## src/rtl/rcpu_mmio_uart.sv

```systemverilog
`default_nettype none
// ============================================================================
// rcpu_mmio_uart : CPU memory-bus decoder with an MMIO TX-only UART (FIFO),
//                  LED register and free-running cycle counter.
// Revision 1.0
// ============================================================================
module rcpu_mmio_uart #(
  parameter int          CLKS_PER_BIT = 104,
  parameter int          FIFO_DEPTH   = 4,
  parameter logic [15:0] IO_BASE      = 16'hFF00
) (
  input  logic        clk,
  input  logic        resetq,
  input  logic [0:15] cpu_rd_addr,
  input  logic        cpu_rd_en,
  output logic [0:15] cpu_rd_data,
  input  logic [0:15] cpu_wr_addr,
  input  logic        cpu_wr_en,
  input  logic [0:15] cpu_wr_data,
  output logic [0:15] ram_rd_addr,
  output logic        ram_rd_en,
  input  logic [0:15] ram_rd_data,
  output logic [0:15] ram_wr_addr,
  output logic        ram_wr_en,
  output logic [0:15] ram_wr_data,
  output logic        uart_tx,
  output logic [7:0]  leds
);

  localparam int AW = $clog2(FIFO_DEPTH);
  localparam int PW = AW + 1;
  localparam int BW = $clog2(CLKS_PER_BIT);

  typedef enum logic [1:0] {
    S_IDLE  = 2'd0,
    S_START = 2'd1,
    S_DATA  = 2'd2,
    S_STOP  = 2'd3
  } state_t;

  // The core numbers bits MSB-first; all internal arithmetic uses [15:0].
  logic [15:0] rd_addr_n, wr_addr_n, wr_data_n, ram_rd_data_n;
  logic [15:0] rd_off, wr_off;
  logic        io_rd, io_wr;
  logic        unused_wr_hi;

  assign rd_addr_n     = cpu_rd_addr;
  assign wr_addr_n     = cpu_wr_addr;
  assign wr_data_n     = cpu_wr_data;
  assign ram_rd_data_n = ram_rd_data;
  assign unused_wr_hi  = ^wr_data_n[15:8];

  assign io_rd  = (rd_addr_n >= IO_BASE);
  assign io_wr  = (wr_addr_n >= IO_BASE);
  assign rd_off = rd_addr_n - IO_BASE;
  assign wr_off = wr_addr_n - IO_BASE;

  assign ram_rd_addr = cpu_rd_addr;
  assign ram_rd_en   = cpu_rd_en & ~io_rd;
  assign ram_wr_addr = cpu_wr_addr;
  assign ram_wr_data = cpu_wr_data;
  assign ram_wr_en   = cpu_wr_en & ~io_wr;

  logic [7:0]    fifo_mem_q [FIFO_DEPTH];
  logic [PW-1:0] wr_ptr_q, rd_ptr_q;
  logic          empty, full, busy;
  logic          push_req, push, pop, ovf_clr;
  logic          ovf_q;
  logic [7:0]    leds_q;
  logic [15:0]   cycles_q;

  state_t        state_q, state_d;
  logic [BW-1:0] baud_q, baud_d;
  logic [2:0]    bit_q, bit_d;
  logic [7:0]    shift_q, shift_d;
  logic          tx_q, tx_d;
  logic          baud_last;

  assign empty = (wr_ptr_q == rd_ptr_q);
  assign full  = (wr_ptr_q[AW] != rd_ptr_q[AW]) &&
                 (wr_ptr_q[AW-1:0] == rd_ptr_q[AW-1:0]);
  assign busy  = ~empty | (state_q != S_IDLE);

  assign pop      = (state_q == S_IDLE) & ~empty;
  assign push_req = cpu_wr_en & io_wr & (wr_off == 16'd0);
  assign push     = push_req & (~full | pop);
  assign ovf_clr  = cpu_wr_en & io_wr & (wr_off == 16'd1);

  always_ff @(posedge clk) begin
    if (push) fifo_mem_q[wr_ptr_q[AW-1:0]] <= wr_data_n[7:0];
  end

  always_ff @(posedge clk or negedge resetq) begin
    if (!resetq) begin
      wr_ptr_q <= '0;
      rd_ptr_q <= '0;
      ovf_q    <= 1'b0;
      leds_q   <= 8'h00;
      cycles_q <= 16'h0000;
    end else begin
      if (push) wr_ptr_q <= wr_ptr_q + PW'(1);
      if (pop)  rd_ptr_q <= rd_ptr_q + PW'(1);
      if (push_req && !push) ovf_q <= 1'b1;
      else if (ovf_clr)      ovf_q <= 1'b0;
      if (cpu_wr_en && io_wr && wr_off == 16'd2) leds_q <= wr_data_n[7:0];
      cycles_q <= cycles_q + 16'd1;
    end
  end

  assign baud_last = (baud_q == BW'(CLKS_PER_BIT - 1));

  always_comb begin
    state_d = state_q;
    baud_d  = baud_q;
    bit_d   = bit_q;
    shift_d = shift_q;
    tx_d    = 1'b1;
    case (state_q)
      S_IDLE: begin
        if (!empty) begin
          shift_d = fifo_mem_q[rd_ptr_q[AW-1:0]];
          baud_d  = '0;
          state_d = S_START;
        end
      end
      S_START: begin
        if (baud_last) begin
          baud_d  = '0;
          bit_d   = 3'd0;
          state_d = S_DATA;
        end else begin
          baud_d = baud_q + BW'(1);
        end
      end
      S_DATA: begin
        if (baud_last) begin
          baud_d  = '0;
          shift_d = {1'b0, shift_q[7:1]};
          bit_d   = bit_q + 3'd1;
          if (bit_q == 3'd7) state_d = S_STOP;
        end else begin
          baud_d = baud_q + BW'(1);
        end
      end
      S_STOP: begin
        if (baud_last) begin
          baud_d  = '0;
          state_d = S_IDLE;
        end else begin
          baud_d = baud_q + BW'(1);
        end
      end
      default: state_d = S_IDLE;
    endcase
    // Line level is registered from the next state so the pin never glitches.
    case (state_d)
      S_START: tx_d = 1'b0;
      S_DATA:  tx_d = shift_d[0];
      default: tx_d = 1'b1;
    endcase
  end

  always_ff @(posedge clk or negedge resetq) begin
    if (!resetq) begin
      state_q <= S_IDLE;
      baud_q  <= '0;
      bit_q   <= 3'd0;
      shift_q <= 8'h00;
      tx_q    <= 1'b1;
    end else begin
      state_q <= state_d;
      baud_q  <= baud_d;
      bit_q   <= bit_d;
      shift_q <= shift_d;
      tx_q    <= tx_d;
    end
  end

  assign uart_tx = tx_q;
  assign leds    = leds_q;

  logic [15:0] rd_val;
  always_comb begin
    rd_val = 16'h0000;
    if (!io_rd) begin
      rd_val = ram_rd_data_n;
    end else begin
      case (rd_off)
        16'd1:   rd_val = {12'h000, ovf_q, busy, full, empty};
        16'd2:   rd_val = {8'h00, leds_q};
        16'd3:   rd_val = cycles_q;
        default: rd_val = 16'h0000;
      endcase
    end
  end

  assign cpu_rd_data = rd_val;

endmodule
`default_nettype wire

```

## config.mk

```make
export PLATFORM = sky130hd
export DESIGN_NAME = rcpu_mmio_uart
export DESIGN_NICKNAME = d
export VERILOG_FILES = /design/src/rtl/rcpu_mmio_uart.sv
export SDC_FILE = /design/constraint.sdc
export NUM_CORES = 1
export LEC_CHECK = 0
export BUFFER_PORTS_ARGS = -buffer_cell sky130_fd_sc_hd__buf_2
export CAP_MARGIN = 0
export CORE_MARGIN = 3
export CORE_UTILIZATION = 35
export DETAILED_ROUTE_END_ITERATION = 16
export GPL_ROUTABILITY_DRIVEN = 0
export PLACE_DENSITY = 0.63
export SKIP_CTS_REPAIR_TIMING = 1
export SYNTH_ARGS = -nofsm -noshare
export SYNTH_HDL_FRONTEND = slang
export SYNTH_SLANG_ARGS = --single-unit
```

## constraint.sdc

```tcl
create_clock -name clk -period 3.2 [get_ports clk]
set_input_delay 0.16 -clock clk [delete_from_list [all_inputs] [get_ports clk]]
set_output_delay 0.16 -clock clk [all_outputs]
set_load 0.02 [all_outputs]
```

==> results.json <==
{
  "slew_headroom_pct": 60.11,
  "fin_skew_ns": 0.005538,
  "rr_endpoint": "fifo_mem_q[3][1]",
  "place_hpwl_mm": 7.736,
  "setup_ws_ns": 0.4570,
  "syn_avg_cell_area_sq_um": 11.86,
  "cp.arrival_ns": 2.58,
  "antenna_cells": 0,
  "grt_usage_pct": 14.46,
  "fin_total_pwr_w": 0.002520,
  "syn_inst": 377,
  "synth.largest_area_cell": "dfrtp_1",
  "hp-start": "cpu_wr_addr[15]",
  "hold_slack_ns": 0.05797,
  "cp_max_fo": 11,
  "dp_worst_setup_slack_ns": 0.7565,
  "h-tree-depth": 3,
  "overflow": 0,
  "yosysTopAreaCellShare_pct": 28.53,
  "yosysMostFrequentCell": "dfrtp_1",
  "yosysWarnings": 0,
  "finalCriticalPeriod_ns": 2.743,
  "dr.pass1.iters": 4,
  "ys_top_cells_by_area": "dfrtp_1 29%, edfxtp_1 21%, buf_4 8.4%",
  "grt_max_degree": 32,
  "num-nets-final": 539,
  "syn_area_sq_um": 4473,
  "cp-start-kind": "register",
  "hold_end": "ovf_q",
  "first_global_vias": 3140,
  "slowest_delay_ns": 0.52,
  "drc_errors": 0,
  "outcome": "finished, final reports clean",
  "synth_cell_types": 47,
  "setup_violations": 0,
  "leakage_nw": 2.378,
  "fp.dieH_microns": 119.1,
  "fin_area_sq_um": 5216,
  "hold_viol": 0,
  "drive_gt1_share_pct": 36.72,
  "fin_crit_sh_pct": 85.72,
  "cp_cell_sequence": "inv_1, ha_1, inv_1, nor4_4, inv_1, a221o_1, buf_2",
  "yosys-top-cells-count": "51 x dfrtp_1, 50 x buf_4, 32 x edfxtp_1",
  "hp-class": "in -> reg",
  "critPathKind": "reg -> out",
  "syn_nets": 458,
  "ys_ff_latch": 84,
  "cts_buffers": 9,
  "reg2reg_setup_slack_ns": 0.74,
  "async_flop_share_pct": 61.90,
  "ctsLongestPathBuffers": 2,
  "die_w_microns": 119.1,
  "initial_core_util_pct": 36.48,
  "antenna_found_initial": 0,
  "clkLatencyLatePin_ns": 0.33,
  "num_rows": 40,
  "dpl-instance-area_sq_um": 4907,
  "critPathSlowestCell": "nor4_4",
  "ff2ff_path_depth": 4,
  "synth_edf_count": 32,
  "coreArea_sq_um": 12260,
  "worst_path_most_repeated_cell": "inv_1",
  "cp.required_ns": 3.04,
  "portBuffers": 126,
  "peakVddDrop_mv": 0.3433,
  "clock.fmax_ghz": 0.3646,
  "worst_slew_pin_slew_ns": 0.5929,
  "io_pins": 143,
  "area_growth_syn_to_layout_pct": 16.62,
  "slew_violations": 0,
  "die_area_sq_um": 14170,
  "routed_via_density": 4.891,
  "hold_path_depth": 2,
  "vias": 3086,
  "grt_pass1_wl_mm": 16.42,
  "clk_pin_slew_worst_paths_ns": 0.07,
  "synthFlopType": "dfrtp_1",
  "cts_sinks": 84,
  "wl_per_cell_microns": 15.82,
  "ys_seq_area_share_pct": 50.60,
  "tritoncts": "built",
  "postRouteAntennaNets": 0,
  "wirelength_mm": 9.981,
  "drt_iter0_markers": 134,
  "clk_root_buffer_cell": "clkbuf_16",
  "rsz0062_at_grt": "false",
  "powerDensity_nw_per_um2": 483.1,
  "setup-tns-final_ns": 0,
  "fillers": 1121,
  "r2r-start": "rd_ptr_q[1]",
  "maxCapViolations": 0,
  "worstSetupEndpointType": "output port"
}
cell families (layout without fill, tap and decap cells):
logic type	Yosys count	after routing	synth area share, %
xor gates and xnor gates	24	24	5.455
adders and majority gates	13	13	3.636
muxes	19	19	7.105
and+or+nand+nor	106	106	12.76
AOI/OAI and AO/OA	63	63	10.27
DFF	84	84	50.60
buffers and inverters	68	154	10.18
where the power goes:
| part | total (W) | switching [W] | internal [W] |
|---|---|---|---|
| clock | 0.00102 | 0.000465 | 0.000553 |
| combinational | 0.000265 | 0.000154 | 0.000111 |
| sequential | 0.00124 | 0.0000508 | 0.00119 |
| total | 0.00252 | 0.000670 | 0.00185 |
worst max path at each step:
stage | cells past startpoint | start | endpoint
6_report | 7 | state_q[1] | cpu_rd_data[13]
3_5_place_dp | 4 | rd_ptr_q[1] | fifo_mem_q[3][1]
3_3_place_gp | 4 | rd_ptr_q[1] | fifo_mem_q[3][7]
5_1_grt | 7 | state_q[1] | cpu_rd_data[13]
2_1_floorplan | 6 | state_q[1] | fifo_mem_q[3][0]
4_1_cts | 7 | state_q[1] | cpu_rd_data[13]
sequential cells by signal (all words and copies together), names as in the netlist:
register    count
baud_q          7
bit_q           3
cycles_q       16
fifo_mem_q     32
leds            8
ovf_q           1
rd_ptr_q        3
shift_q         8
state_q         2
uart_tx         1
wr_ptr_q        3
cell usage in the layout (no fill, tap or decap), drive strengths merged, types with 9 or more instances in the layout:
master / n
a22o: 15
a22oi: 11
buf: 128
clkbuf: 9
dfrtp: 51
edfxtp: 32
ha: 13
inv: 14
mux2: 10
nand2: 31
nand3: 11
nor2: 19
o21ai: 16
xnor2: 14
xor2: 10
area by class of cell:
type / instances / area, sq um / area share (%)
flip-flops and latches: 84 / 2263 / 43.39
multi-input cells: 225 / 1754 / 33.63
repair buffers: 129 / 655.6 / 12.57
clock buffers: 9 / 225.2 / 4.318
well taps: 168 / 210.2 / 4.030
clock inverters: 7 / 73.82 / 1.415
inverters: 9 / 33.78 / 0.6476
per-layer routing:
layer	part of all wire, %	GRT usage [%]	vias to the layer above	wire length (microns)
li1	-	-	1489	-
met4	1.0	3.838	0	100
met1	46	19.33	1503	4576
met5	0	0	-	0
met2	49	23.77	86	4913
met3	3.9	3.181	8	391
critical path: cells and delay by family (launching register included):
kind                       cells  cell delay (ns)
AOI/OAI and AO/OA              1             0.35
buffers and inverters          4             0.58
and+or+nand+nor                1             0.52
DFF                            1             0.41
adders and majority gates      1             0.40
through the flow:
stage          util, %  instances
6_report         42.54        631
5_1_grt          42.54        631
4_1_cts          42.46        630
3_5_place_dp     40.02        614
3_3_place_gp     40.02        614
2_1_floorplan        -        377
Power figures use the tool's default switching activity.
